**config.mk**
```make
export PLATFORM = sky130hd
export DESIGN_NAME = uart_wb_host_flat
export DESIGN_NICKNAME = d
export VERILOG_FILES = /design/src/rtl/uart_wb_host_pkg.sv /design/src/rtl/uart_wb_host_if.sv /design/src/rtl/uart_wb_host_xact.sv /design/src/rtl/uart_wb_host.sv /design/src/flat_wrapper.sv
export SDC_FILE = /design/constraint.sdc
export NUM_CORES = 1
export LEC_CHECK = 0
export ABC_AREA = 1
export BUFFER_PORTS_ARGS = -buffer_cell sky130_fd_sc_hd__buf_2
export CELL_PAD_IN_SITES_DETAIL_PLACEMENT = 1
export CELL_PAD_IN_SITES_GLOBAL_PLACEMENT = 1
export CORE_UTILIZATION = 40
export CTS_BUF_LIST = sky130_fd_sc_hd__clkbuf_8
export DETAILED_ROUTE_END_ITERATION = 6
export PLACE_DENSITY_LB_ADDON = 0.1
export SLEW_MARGIN = 20
export SYNTH_ARGS = -nofsm -noshare
export SYNTH_HDL_FRONTEND = slang
export SYNTH_SLANG_ARGS = --single-unit
```
**constraint.sdc**
```tcl
create_clock -name wb_clk_i -period 2 [get_ports wb_clk_i]
set_input_delay 0.1 -clock wb_clk_i [delete_from_list [all_inputs] [get_ports wb_clk_i]]
set_output_delay 0.1 -clock wb_clk_i [all_outputs]
set_load 0.03 [all_outputs]
```
**src/rtl/uart_wb_host_pkg.sv**
```systemverilog
// Shared constants and state encoding for the uart_wb_host register-port master.
package uart_wb_pkg;

  localparam logic [2:0] REG_RBR = 3'd0;
  localparam logic [2:0] REG_THR = 3'd0;
  localparam logic [2:0] REG_DLL = 3'd0;
  localparam logic [2:0] REG_IER = 3'd1;
  localparam logic [2:0] REG_DLM = 3'd1;
  localparam logic [2:0] REG_FCR = 3'd2;
  localparam logic [2:0] REG_LCR = 3'd3;
  localparam logic [2:0] REG_LSR = 3'd5;

  localparam int LSR_DR   = 0;
  localparam int LSR_THRE = 5;

  typedef enum logic [3:0] {
    INIT_LCR_DLAB,
    INIT_DLL,
    INIT_DLM,
    INIT_LCR,
    INIT_FCR,
    INIT_IER,
    POLL,
    RD_RBR,
    WR_THR
  } state_t;

endpackage

```
**src/rtl/uart_wb_host_if.sv**
```systemverilog
// Wishbone register-port bundle between the host block and the uart_top core.
interface uart_wb_host_if;

  logic [2:0] wb_adr_o;
  logic [7:0] wb_dat_o;
  logic [7:0] wb_dat_i;
  logic       wb_we_o;
  logic       wb_stb_o;
  logic       wb_cyc_o;
  logic [3:0] wb_sel_o;
  logic       wb_ack_i;

  modport master (
    output wb_adr_o, wb_dat_o, wb_we_o,
    output wb_stb_o, wb_cyc_o, wb_sel_o,
    input  wb_dat_i, wb_ack_i
  );

  modport slave (
    input  wb_adr_o, wb_dat_o, wb_we_o,
    input  wb_stb_o, wb_cyc_o, wb_sel_o,
    output wb_dat_i, wb_ack_i
  );

endinterface

```
**src/rtl/uart_wb_host_xact.sv**
```systemverilog
// Single Wishbone transaction engine: holds the bus until ack or timeout,
// then inserts one idle cycle before accepting the next start.
module uart_wb_xact
  import uart_wb_pkg::*;
#(
  parameter logic [7:0] TIMEOUT = 8'd255
) (
  input  logic           clk,
  input  logic           rst,
  input  logic           start,
  input  logic [2:0]     adr,
  input  logic [7:0]     dat,
  input  logic           we,
  uart_wb_host_if.master bus,
  output logic           done,
  output logic [7:0]     rdata,
  output logic           timeout
);

  logic       stb;
  logic       gap;
  logic [7:0] cnt;
  logic [2:0] adr_q;
  logic [7:0] dat_q;
  logic       we_q;
  logic       ack;

  assign ack     = stb && bus.wb_ack_i;
  assign timeout = stb && !bus.wb_ack_i
                && (cnt == TIMEOUT - 8'd1);
  assign done    = ack || timeout;
  assign rdata   = ack ? bus.wb_dat_i : 8'h00;

  always_ff @(posedge clk) begin
    if (rst) begin
      stb   <= 1'b0;
      gap   <= 1'b0;
      cnt   <= 8'd0;
      adr_q <= 3'd0;
      dat_q <= 8'd0;
      we_q  <= 1'b0;
    end else if (stb) begin
      if (done) begin
        stb <= 1'b0;
        gap <= 1'b1;
      end else begin
        cnt <= cnt + 8'd1;
      end
    end else if (gap) begin
      gap <= 1'b0;
    end else if (start) begin
      stb   <= 1'b1;
      cnt   <= 8'd0;
      adr_q <= adr;
      dat_q <= dat;
      we_q  <= we;
    end
  end

  assign bus.wb_stb_o = stb;
  assign bus.wb_cyc_o = stb;
  assign bus.wb_adr_o = adr_q;
  assign bus.wb_dat_o = dat_q;
  assign bus.wb_we_o  = we_q;
  assign bus.wb_sel_o = 4'b0001;

endmodule

```
**src/rtl/uart_wb_host.sv**
```systemverilog
// Wishbone master that initialises a 16550 core and then polls LSR,
// streaming RX bytes out and TX bytes in through a one-byte buffer.
module uart_wb_host
  import uart_wb_pkg::*;
#(
  parameter logic [15:0] DIVISOR = 16'd16,
  parameter logic [7:0]  LCR_VAL = 8'h03,
  parameter logic [7:0]  FCR_VAL = 8'h07,
  parameter logic [7:0]  TIMEOUT = 8'd255
) (
  input  logic           wb_clk_i,
  input  logic           wb_rst_i,
  uart_wb_host_if.master wb,
  input  logic [7:0]     tx_data_i,
  input  logic           tx_valid_i,
  output logic           tx_ready_o,
  output logic [7:0]     rx_data_o,
  output logic           rx_valid_o,
  output logic           init_done_o,
  output logic           err_o
);

  state_t     state;
  state_t     state_n;
  logic [2:0] adr;
  logic [7:0] dat;
  logic       we;
  logic       done;
  logic       timeout;
  logic [7:0] rdata;
  logic       full;
  logic       full_n;
  logic       init_n;
  logic [7:0] tx_byte;
  logic       capture;

  assign capture = tx_valid_i && tx_ready_o;

  uart_wb_xact #(
    .TIMEOUT (TIMEOUT)
  ) u_xact (
    .clk     (wb_clk_i),
    .rst     (wb_rst_i),
    .start   (1'b1),
    .adr     (adr),
    .dat     (dat),
    .we      (we),
    .bus     (wb),
    .done    (done),
    .rdata   (rdata),
    .timeout (timeout)
  );

  always_comb begin
    adr     = REG_LSR;
    dat     = 8'h00;
    we      = 1'b0;
    state_n = state;
    unique case (state)
      INIT_LCR_DLAB: begin
        adr = REG_LCR; dat = LCR_VAL | 8'h80; we = 1'b1;
        if (done) state_n = INIT_DLL;
      end
      INIT_DLL: begin
        adr = REG_DLL; dat = DIVISOR[7:0]; we = 1'b1;
        if (done) state_n = INIT_DLM;
      end
      INIT_DLM: begin
        adr = REG_DLM; dat = DIVISOR[15:8]; we = 1'b1;
        if (done) state_n = INIT_LCR;
      end
      INIT_LCR: begin
        adr = REG_LCR; dat = LCR_VAL & 8'h7F; we = 1'b1;
        if (done) state_n = INIT_FCR;
      end
      INIT_FCR: begin
        adr = REG_FCR; dat = FCR_VAL; we = 1'b1;
        if (done) state_n = INIT_IER;
      end
      INIT_IER: begin
        adr = REG_IER; we = 1'b1;
        if (done) state_n = POLL;
      end
      POLL: begin
        // receive side wins when both directions are serviceable
        if (done) begin
          if (rdata[LSR_DR])
            state_n = RD_RBR;
          else if (full && rdata[LSR_THRE])
            state_n = WR_THR;
        end
      end
      RD_RBR: begin
        adr = REG_RBR;
        if (done) state_n = POLL;
      end
      WR_THR: begin
        adr = REG_THR; dat = tx_byte; we = 1'b1;
        if (done) state_n = POLL;
      end
      default: state_n = INIT_LCR_DLAB;
    endcase
  end

  always_comb begin
    init_n = init_done_o || (state == INIT_IER && done);
    full_n = full;
    if (capture)
      full_n = 1'b1;
    else if (state == WR_THR && done)
      full_n = 1'b0;
  end

  always_ff @(posedge wb_clk_i) begin
    if (wb_rst_i) begin
      state       <= INIT_LCR_DLAB;
      full        <= 1'b0;
      tx_byte     <= 8'h00;
      tx_ready_o  <= 1'b0;
      rx_data_o   <= 8'h00;
      rx_valid_o  <= 1'b0;
      init_done_o <= 1'b0;
      err_o       <= 1'b0;
    end else begin
      state       <= state_n;
      full        <= full_n;
      tx_ready_o  <= init_n && !full_n;
      init_done_o <= init_n;
      err_o       <= err_o || timeout;
      rx_valid_o  <= (state == RD_RBR) && done;
      if (capture)
        tx_byte <= tx_data_i;
      if (state == RD_RBR && done)
        rx_data_o <= rdata;
    end
  end

endmodule

```
**src/flat_wrapper.sv**
```systemverilog
// flat-port wrapper written by rule: the top's interface ports become plain ports
module uart_wb_host_flat import uart_wb_pkg::*;
#(
  parameter logic [15:0] DIVISOR = 16'd16,
  parameter logic [7:0]  LCR_VAL = 8'h03,
  parameter logic [7:0]  FCR_VAL = 8'h07,
  parameter logic [7:0]  TIMEOUT = 8'd255
)
  (wb_clk_i, wb_rst_i, tx_data_i, tx_valid_i, tx_ready_o, rx_data_o, rx_valid_o, init_done_o, err_o, wb_wb_adr_o, wb_wb_dat_o, wb_wb_we_o, wb_wb_stb_o, wb_wb_cyc_o, wb_wb_sel_o, wb_wb_dat_i, wb_wb_ack_i);
  uart_wb_host_if wb_i ();
  input  logic wb_clk_i;
  input  logic wb_rst_i;
  input  logic [7:0] tx_data_i;
  input  logic tx_valid_i;
  output logic tx_ready_o;
  output logic [7:0] rx_data_o;
  output logic rx_valid_o;
  output logic init_done_o;
  output logic err_o;
  output wire logic [$bits(wb_i.wb_adr_o)-1:0] wb_wb_adr_o;
  output wire logic [$bits(wb_i.wb_dat_o)-1:0] wb_wb_dat_o;
  output wire logic [$bits(wb_i.wb_we_o)-1:0] wb_wb_we_o;
  output wire logic [$bits(wb_i.wb_stb_o)-1:0] wb_wb_stb_o;
  output wire logic [$bits(wb_i.wb_cyc_o)-1:0] wb_wb_cyc_o;
  output wire logic [$bits(wb_i.wb_sel_o)-1:0] wb_wb_sel_o;
  input wire logic [$bits(wb_i.wb_dat_i)-1:0] wb_wb_dat_i;
  input wire logic [$bits(wb_i.wb_ack_i)-1:0] wb_wb_ack_i;
  assign wb_wb_adr_o = wb_i.wb_adr_o;
  assign wb_wb_dat_o = wb_i.wb_dat_o;
  assign wb_wb_we_o = wb_i.wb_we_o;
  assign wb_wb_stb_o = wb_i.wb_stb_o;
  assign wb_wb_cyc_o = wb_i.wb_cyc_o;
  assign wb_wb_sel_o = wb_i.wb_sel_o;
  assign wb_i.wb_dat_i = wb_wb_dat_i;
  assign wb_i.wb_ack_i = wb_wb_ack_i;
  uart_wb_host #(.DIVISOR(DIVISOR), .LCR_VAL(LCR_VAL), .FCR_VAL(FCR_VAL), .TIMEOUT(TIMEOUT)) u_core (.wb_clk_i(wb_clk_i), .wb_rst_i(wb_rst_i), .wb(wb_i), .tx_data_i(tx_data_i), .tx_valid_i(tx_valid_i), .tx_ready_o(tx_ready_o), .rx_data_o(rx_data_o), .rx_valid_o(rx_valid_o), .init_done_o(init_done_o), .err_o(err_o));
endmodule
```
; ---- After elaboration in Yosys (flattened, before gate mapping)
; Index checks and enable logic that the tools add are counted.
[totals]
ff_bits = 47
latchBits = 0
ramBits = 0
mem_bits_ro = 0
inputBits = 20
output_inout_bits = 30
elab_cells = 82
n_memories = 0
[classes]
add_sub_neg = 1
mul = 0
n_div = 0
magnitude_cmp = 0
eq_ne = 19
shifts = 0
mux = 22
bitwise_logic = 2
n_reduce_logical = 24
[ops]
columns = op, n
row1 = $pmux 8 s5, 1
row2 = $mux 4, 9
row3 = $mux 8, 4
row4 = $pmux 4 s7, 1
row5 = $eq 4x3->1 const B, 4
row6 = $ne 2x1->1 const B, 7
row7 = $pmux 3 s4, 1
row8 = $logic_and 1x1->1, 9
row9 = $add 8x1->8 const B, 1
row10 = $eq 4x2->1 const B, 2
row11 = $eq 8x8->1 const B, 1
row12 = $reduce_and 8->1, 1
row13 = $reduce_or 7->1, 1
row14 = $mux 1, 6
row15 = $reduce_or 2->1, 3
row16 = $reduce_or 3->1, 2
row17 = $eq 4x1->1 const B, 1
row18 = $eq 4x4->1 const B, 1
row19 = $logic_not 4->1, 1
row20 = $ne 2x2->1 const B, 2
row21 = $reduce_and 2->1, 2
row22 = $logic_or 1x1->1, 3
row23 = $ne 3x1->1 const B, 1
row24 = $logic_not 1->1, 2
row25 = $not 1->1, 2

; ---- Depth between registers and ports, before layout
; Gate-level depths: netlist of the first run.
[logic_depth]
word_depth = 9
depth_mapped = 10
mapped_depth_nobuf = 10

; ---- By module
; From an unflattened synthesis of the first run, not the netlist that was laid out.
[unflattened]
hier_cells = 339
area_unflattened_um2 = 2275.9
[modules_own_cells]
columns = module, instances, cells_per_inst, area_per_inst_um2, seq_area_each_um2
row1 = uart_wb_xact, 1, 176, 1172.4, 440.4
row2 = uart_wb_host, 1, 163, 1103.6, 500.5

; ---- Worst setup path after synthesis of the first run
; Ideal clock, no wire load.
[synth_path]
kind = flip-flop to flip-flop
from = register u_core.u_xact.stb, in the netlist u_core.u_xact.bus.wb_cyc_o
to = register u_core.u_xact.cnt[1]
setup_ps = 67
arrival_time_ps = 1372
required_ps = 1933
path_slack_ps = 560
stages_incl_launch_ff = 4
n_path_buf = 0
synth_period_minus_slack_ps = 1440
cell_sequence = dfxtp_1 > nand3b_1 > or2_2 > a21oi_2
[synth_via]
elab_chain_cells = 5
word_cells_on_any_way = 8
cone_classes = eq/ne (2) / mux (1) / reduce/logical (5)
[synth_rtl]
columns = item, line
row1 = start: declaration, uart_wb_host_xact.sv:20  ; logic stb;
row2 = start signal: assignment, uart_wb_host_xact.sv:36  ; stb <= 1'b0;
row3 = start signal: assignment, uart_wb_host_xact.sv:44  ; stb <= 1'b0;
row4 = start signal: assignment, uart_wb_host_xact.sv:52  ; stb <= 1'b1;
row5 = $logic_and 1x1->1, uart_wb_host_xact.sv:29  ; assign timeout = stb && !bus.wb_ack_i
row6 = $logic_and 1x1->1, uart_wb_host_xact.sv:30  ; && (cnt == TIMEOUT - 8'd1);
row7 = $logic_or 1x1->1, uart_wb_host_xact.sv:31  ; assign done = ack || timeout;
row8 = $ne 2x2->1 (no line), -
row9 = $reduce_and 2->1 (no line), -
row10 = end signal: assignment, uart_wb_host_xact.sv:47  ; cnt <= cnt + 8'd1;
row11 = end: declaration, uart_wb_host_xact.sv:22  ; logic [7:0] cnt;
; Several ways; a longest one is shown, not always the timed one.
; A chain may end at the register's enable or synchronous reset.

; ---- Worst setup path in the final report of the first run
[layout_path]
from = register u_core.u_xact.cnt[1]
to = register u_core.u_xact.cnt[4]
[layout_via]
elab_chain_cells = 5
word_cells_on_any_way = 8
cone_classes = add/sub (1) / eq/ne (2) / mux (2) / reduce/logical (3)
[layout_rtl]
columns = item
row1 = "parallel branches: the longest is 5 deep, another holds $add 8x1->8"
; Several ways; the timed one is not identified. The select of a mux whose other input is x is not followed.

==> results of run 1 <==
layout make-up:
cell class | count | area, um^2 | share of cell area (%)
clock buffers | 5 | 68.8 | 2.70
clock inverters | 3 | 15.0 | 0.590
inverters | 25 | 95.1 | 3.73
multi-input cells | 213 | 1100 | 43.1
flip-flops and latches | 47 | 941 | 37.0
well taps | 70 | 87.6 | 3.44
repair buffers | 47 | 240 | 9.43
cell families after synthesis:
group	Yosys count	synth area share [%]
buf+inv	35	6.99
xor+xnor	1	0.401
compound gates	43	11.3
other cells	2	0.344
simple gates	163	36.8
flops	47	43.1
fa+ha+maj	2	1.15
cells in the final DEF (no fill, tap or decap), types with 5 or more instances in the layout:
cell type  netlist  final
dfxtp_1         47     47
buf_2            1     45
inv_1           20     20
a21oi_1         19     19
nand3_1         23     23
nand2_1         68     68
nand2_2          5      5
o21ai_0         16     16
nor2_1          44     44
clkbuf_8         0      5
per-layer routing:
metal  track usage (%)  up-vias  wire length (um)
met2              34.3       44              2470
met5                 0        -                 0
met3              4.34        7               204
met4              6.35        0                66
met1              26.0      923              2680
li1                  -     1026                 -
critical path: cells and delay by family, from the launching register on:
family                   cells  cell delay [ns]
AO/OA/AOI/OAI                1             0.13
adder cells (fa/ha/maj)      1             0.21
buffers and inverters        2             0.16
flip-flops                   1             0.42
AND/OR/NAND/NOR              5             0.56
stage by stage:
step | util (%) | worst slack [ns] | area (um^2)
3_5_place_dp | 47.6 | 0.480 | 2460
3_3_place_gp | 47.6 | 0.554 | 2460
6_report | 49.2 | 0.455 | 2550
2_1_floorplan | - | 0.560 | 2190
4_1_cts | 49.2 | 0.437 | 2550
5_1_grt | 49.2 | 0.279 | 2550
flip-flops by register name, indices dropped and copies added (netlist names):
register and cells:
u_core.full 1, u_core.rx_valid_o 1, u_core.init_done_o 1, u_core.u_xact.bus.wb_we_o 1
u_core.err_o 1, u_core.rx_data_o 8, u_core.state 4, u_core.u_xact.bus.wb_dat_o 8
u_core.tx_byte 8, u_core.u_xact.bus.wb_cyc_o 1, u_core.u_xact.cnt 8, u_core.u_xact.bus.wb_adr_o 3
u_core.u_xact.gap 1, u_core.tx_ready_o 1
power by group through the flow:
stage	clock network [W]	logic, W	registers [W]
2_1_floorplan	0	0.000160	0.00105
3_3_place_gp	0	0.000276	0.00101
3_5_place_dp	0	0.000280	0.00102
4_1_cts	0.000591	0.000282	0.000994
5_1_grt	0.000630	0.000308	0.000999
6_report	0.000565	0.000280	0.000994
path summary, 6_finish.rpt:
| check | to | start | slack [ns] | cells after the start |
|---|---|---|---|---|
| setup reg to reg | u_core.u_xact.cnt[4] | u_core.u_xact.cnt[1] | 0.46 | 9 |
| setup / recovery | u_core.u_xact.cnt[4] | u_core.u_xact.cnt[1] | 0.46 | 9 |
| hold / removal | u_core.rx_data_o[3] | wb_wb_dat_i[3] | 0.01 | 3 |
| hold reg to reg | u_core.u_xact.cnt[0] | u_core.u_xact.cnt[0] | 0.46 | 1 |
==> out/results.tsv, run 1 <==
stage	metric	value	unit
synthesis	ys_warn_count	0	
sta	rsz0062_at_grt	no	
run_status	outcome	completed	
global_route	grt_pass1_vias	1984	
synthesis	synth_edf_count	0	
synthesis	synthTopCellsByArea	dfxtp_1 (43%), nand2_1 (12%), nor2_1 (7.6%)	
synthesis	synth_ff_type	dfxtp_1	
routing	wirelength	5420	um
placed_design	gp_congestion	0.878	
clock_tree	cts_resized	0	
pwr	seq_power_share	54.1	%
die	start_util	42.2	%
die	ios	50	
synthesis	ys_ff_latch	47	
routing	avgViaCountPerCell	4.88	
clock_tree	root_buffer	clkbuf_8	
pwr	clock_power_share	30.7	%
placed_design	dp_hpwl	4220	um
global_route	grt_antenna_before_repair	0	
clock_tree	ctsHoldBuffers	0	
pwr	netSwitchingPower	0.000554	W
die	rows	26	
clock_tree	clock-sinks	47	
global_route	grt_overflow	0	
sta	fmax	0.647	GHz
sta	finalWorstPathRequiredPeriod	1.54	ns
clock_tree	clk_path_buf_depth	2	
final_layout	insertedDiodeCount	0	
worst_setup_path	critPathCaptureType	register	
sta	final-setup-viol-count	0	
synthesis	avgSynthCellArea	7.46	um^2
routing	ant_nets	0	
routing	remaining_drc_errors	0	
placed_design	port_buffers	45	
die	die-area	5760	um^2
sta	skew	0.00731	ns
synthesis	ys_seq_area_share	43.1	%
pwr	p_comb_share	15.2	%
die	die_w	75.9	um
die	coreArea	5170	um^2
synthesis	postSynthCellCount	293	
synthesis	synth.top_cells.by_count	nand2_1 (68), dfxtp_1 (47), nor2_1 (44), nand3_1 (23), inv_1 (20)	
clock_tree	cts_setup_buffers	0	
clock_tree	h-tree-depth	2	
worst_setup_path	cpPeakStageDelay	0.42	ns
synthesis	synth_top_area_share	43.1	%
synthesis	netlist_area	2180	um^2
clock_tree	clk_latency	0.31	ns
worst_setup_path	critPathMostFrequentCell	nand2_1	
pwr	pwr_density_cell	722	nW/um^2
routing	vias	2000	
sta	hold_viol	0	
routing	drt_iter0_markers	47	
worst_setup_path	cpMaxStageDelayCell	dfxtp_1	
pwr	p_int	0.00128	W
global_route	grt_pass1_wl	9340	um
final_layout	drive_gt1_share	24.7	%
sta	report.final.slew_viol_count	0	
final_layout	area_growth	16.6	%
die	fp.dieH	75.9	um
run	cap_violations	0	
routing	avgRoutedWirePerCell	13.2	um
synthesis	async_reset_ff_share	0	%
pwr	power.total	0.00184	W
clock_tree	cts_inserted_buffers	5	
synthesis	synth.most_common_cell	nand2_1	
worst_setup_path	cp_max_fo	10	
worst_setup_path	worstPathCellList	ha_1 -> inv_1 -> nor2_1 -> nand2_1 -> nand3b_1 -> nand2_4 -> inv_2 -> nand2_1 -> a21oi_1	
sta	period_share	77.2	%
global_route	grt_max_degree	17	
worst_setup_path	critPathKind	register to register	
pwr	total_leakage_power	1.22	nW
routing	drtPass1Iterations	4	
worst_setup_path	cp-start-kind	register	
pwr	swShare	30.1	%
hold_path	hp-class	input port to register	
synthesis	yosys.area.top_type	dfxtp_1	
worst_setup_path	worstPathRequired	2.24	ns
clock_tree	cts_tree	yes	
pwr	ir_drop	0.325	mV
sta	fin_tns_setup	0	ns
final_layout	final.fill_count	702	
worst_setup_path	cp.arrival	1.79	ns
final_layout	final_nets	361	
final_layout	fin_cells	410	
clock_tree	cts.clk_slew.worst_paths	0.09	ns
synthesis	synthDistinctLibCells	33	
sta	hold_slack	0.0104	ns
global_route	grt_usage	20.3	%
placed_design	dp.cells	402	
Note: power is estimated with default switching activity, not from simulation.
==> run 2, diff against run 1 <==
==> constraint.sdc (replaced) <==
create_clock -name wb_clk_i -period 1.5 [get_ports wb_clk_i]
set_input_delay 0.075 -clock wb_clk_i [delete_from_list [all_inputs] [get_ports wb_clk_i]]
set_output_delay 0.075 -clock wb_clk_i [all_outputs]
set_load 0.03 [all_outputs]
==> out/results.tsv, run 2 (same netlist as run 1, synthesis figures left out) <==
stage	metric	value	unit
run_status	outcome	completed	
worst_setup_path	worstPathCellList	inv_2 -> ha_2 -> inv_1 -> nor2_1 -> nand2_1 -> nand3b_1 -> buf_4 -> nand2_4 -> inv_2 -> nand2_1 -> a21oi_1	
die	rows	26	
global_route	grt_pass1_vias	2137	
worst_setup_path	worstPathRequired	1.74	ns
placed_design	pre_cts_slack	0.000696	ns
worst_setup_path	rr_startpoint	u_core.u_xact.cnt[0]	
die	die-area	5760	um^2
worst_setup_path	reg2reg_depth	11	
clock_tree	clk_path_buf_depth	2	
sta	fmax	0.688	GHz
die	start_util	42.2	%
global_route	grt_max_degree	15	
pwr	pwr_density_cell	924	nW/um^2
routing	avgRoutedWirePerCell	13.5	um
routing	ant_nets	0	
global_route	grt_usage	21.4	%
clock_tree	cts_inserted_buffers	5	
sta	final-setup-viol-count	0	
worst_setup_path	cpMaxStageDelayCell	dfxtp_2	
worst_setup_path	critPathKind	register to register	
global_route	grt_antenna_before_repair	0	
hold_path	hp-class	input port to register	
final_layout	drive_gt1_share	31.8	%
clock_tree	clk_latency	0.30	ns
global_route	grt_pass1_wl	9820	um
final_layout	layout_commonest_cell	nand2_1	
clock_tree	clock-sinks	47	
final_layout	area_growth	27.1	%
pwr	swShare	29.4	%
sta	finalWorstPathRequiredPeriod	1.45	ns
worst_setup_path	cp-start-kind	register	
clock_tree	h-tree-depth	2	
clock_tree	root_buffer	clkbuf_8	
pwr	p_comb_share	17.0	%
final_layout	final_area	2780	um^2
worst_setup_path	cp.arrival	1.69	ns
worst_setup_path	critPathTopFamily	simple AND/OR/NAND/NOR gates	
die	fp.dieH	75.9	um
pwr	clock_power_share	31.5	%
routing	wirelength	5820	um
final_layout	seqCellArea	952	um^2
routing	vias	2124	
worst_setup_path	cp_max_fo	5	
worst_setup_path	cpPeakStageDelay	0.35	ns
placed_design	dp_hpwl	4260	um
final_layout	final_nets	383	
clock_tree	cts.clk_slew.worst_paths	0.09	ns
sta	report.final.slew_viol_count	0	
clock_tree	cts_tree	yes	
routing	drt_iter0_markers	70	
sta	period_share	96.9	%
routing	avgViaCountPerCell	4.92	
pwr	netSwitchingPower	0.000754	W
pwr	p_int	0.00181	W
die	coreArea	5170	um^2
placed_design	port_buffers	45	
worst_setup_path	crit_buf_inv	4	
run	cap_violations	0	
placed_design	gp_congestion	0.821	
die	die_w	75.9	um
sta	fin_ws	0.0470	ns
worst_setup_path	critPathCaptureType	register	
hold_path	hold_start	wb_wb_dat_i[6]	
sta	skew	0.00752	ns
final_layout	insertedDiodeCount	0	
final_layout	layout_common_cells	nand2_1 (67), buf_2 (45), nor2_1 (43)	
pwr	ir_drop	0.414	mV
final_layout	final.fill_count	697	
pwr	seq_power_share	51.5	%
hold_path	worstHoldPathCells	3	
sta	hold_slack	0.00885	ns
pwr	total_leakage_power	1.35	nW
placed_design	place_area	2570	um^2
final_layout	final_util	53.7	%
routing	drtPass1Iterations	4	
sta	hold_viol	0	
global_route	grt_overflow	0	
routing	remaining_drc_errors	0	
worst_setup_path	r2r_setup_slack	0.05	ns
die	ios	50	
hold_path	min_delay_worst_endpoint	u_core.rx_data_o[6]	
final_layout	multiInputGateArea	1120	um^2
worst_setup_path	reg2reg_to	u_core.u_xact.cnt[5]	
-- run 2: layer usage --
| layer | track usage [%] | share of wire, % | up-vias |
|---|---|---|---|
| met2 | 35.8 | 48 | 51 |
| li1 | - | - | 1068 |
| met3 | 4.10 | 3.4 | 9 |
| met5 | 0 | 0 | - |
| met1 | 27.2 | 47 | 996 |
| met4 | 8.08 | 1.6 | 0 |
-- run 2: cell type report --
| class | count | share of cell area (%) |
|---|---|---|
| sequential | 47 | 34.3 |
| timing repair buffer | 68 | 15.2 |
| clock inverter | 2 | 0.450 |
| clock buffer | 6 | 2.97 |
| inverter | 25 | 3.47 |
| multi-input combinational | 214 | 40.5 |
| tap | 70 | 3.15 |
-- run 2: what timing repair did --
item,4_1_cts,5_1_grt
pin swaps,0,2
hold endpoints to repair,5,0
setup endpoints to repair,1,19
gates resized for setup,1,16
cloned,0,1
buffers inserted,1,2
hold buffers,5,0
-- run 2: how the worst max path moves through the flow --
stage                                 endpoint                        from  cells after the start  slack, ns
after global routing      u_core.u_xact.cnt[4]        u_core.u_xact.cnt[0]                     11      -0.05
after global placement    u_core.u_xact.cnt[1]        u_core.u_xact.cnt[0]                      8       0.07
after detailed placement  u_core.u_xact.cnt[1]        u_core.u_xact.cnt[0]                      8     0.0007
final                     u_core.u_xact.cnt[5]        u_core.u_xact.cnt[0]                     11       0.05
after CTS                 u_core.u_xact.cnt[5]        u_core.u_xact.cnt[0]                     10       0.02
after floorplan           u_core.u_xact.cnt[1]  u_core.u_xact.bus.wb_cyc_o                      3       0.06
-- run 2: power groups by stage --
stage               sequential, W  combinational (W)  clock, W
global route              0.00133           0.000481  0.000899
global placement          0.00135           0.000404         0
finish                    0.00132           0.000437  0.000807
CTS                       0.00132           0.000426  0.000836
detailed placement        0.00135           0.000413         0
floorplan                 0.00140           0.000213         0
-- run 2: through the flow --
stage	power (W)	TNS, ns	cells
floorplan	0.00162	0	295
global placement	0.00175	0	415
detailed placement	0.00176	0	415
CTS	0.00258	0	429
global route	0.00271	-0.190	432
finish	0.00257	0	432
-- run 2: worst min-delay path, cell delays in order --
cell and delay (ns):
buf_2 0.08, nand3_1 0.07, nand2_1 0.06
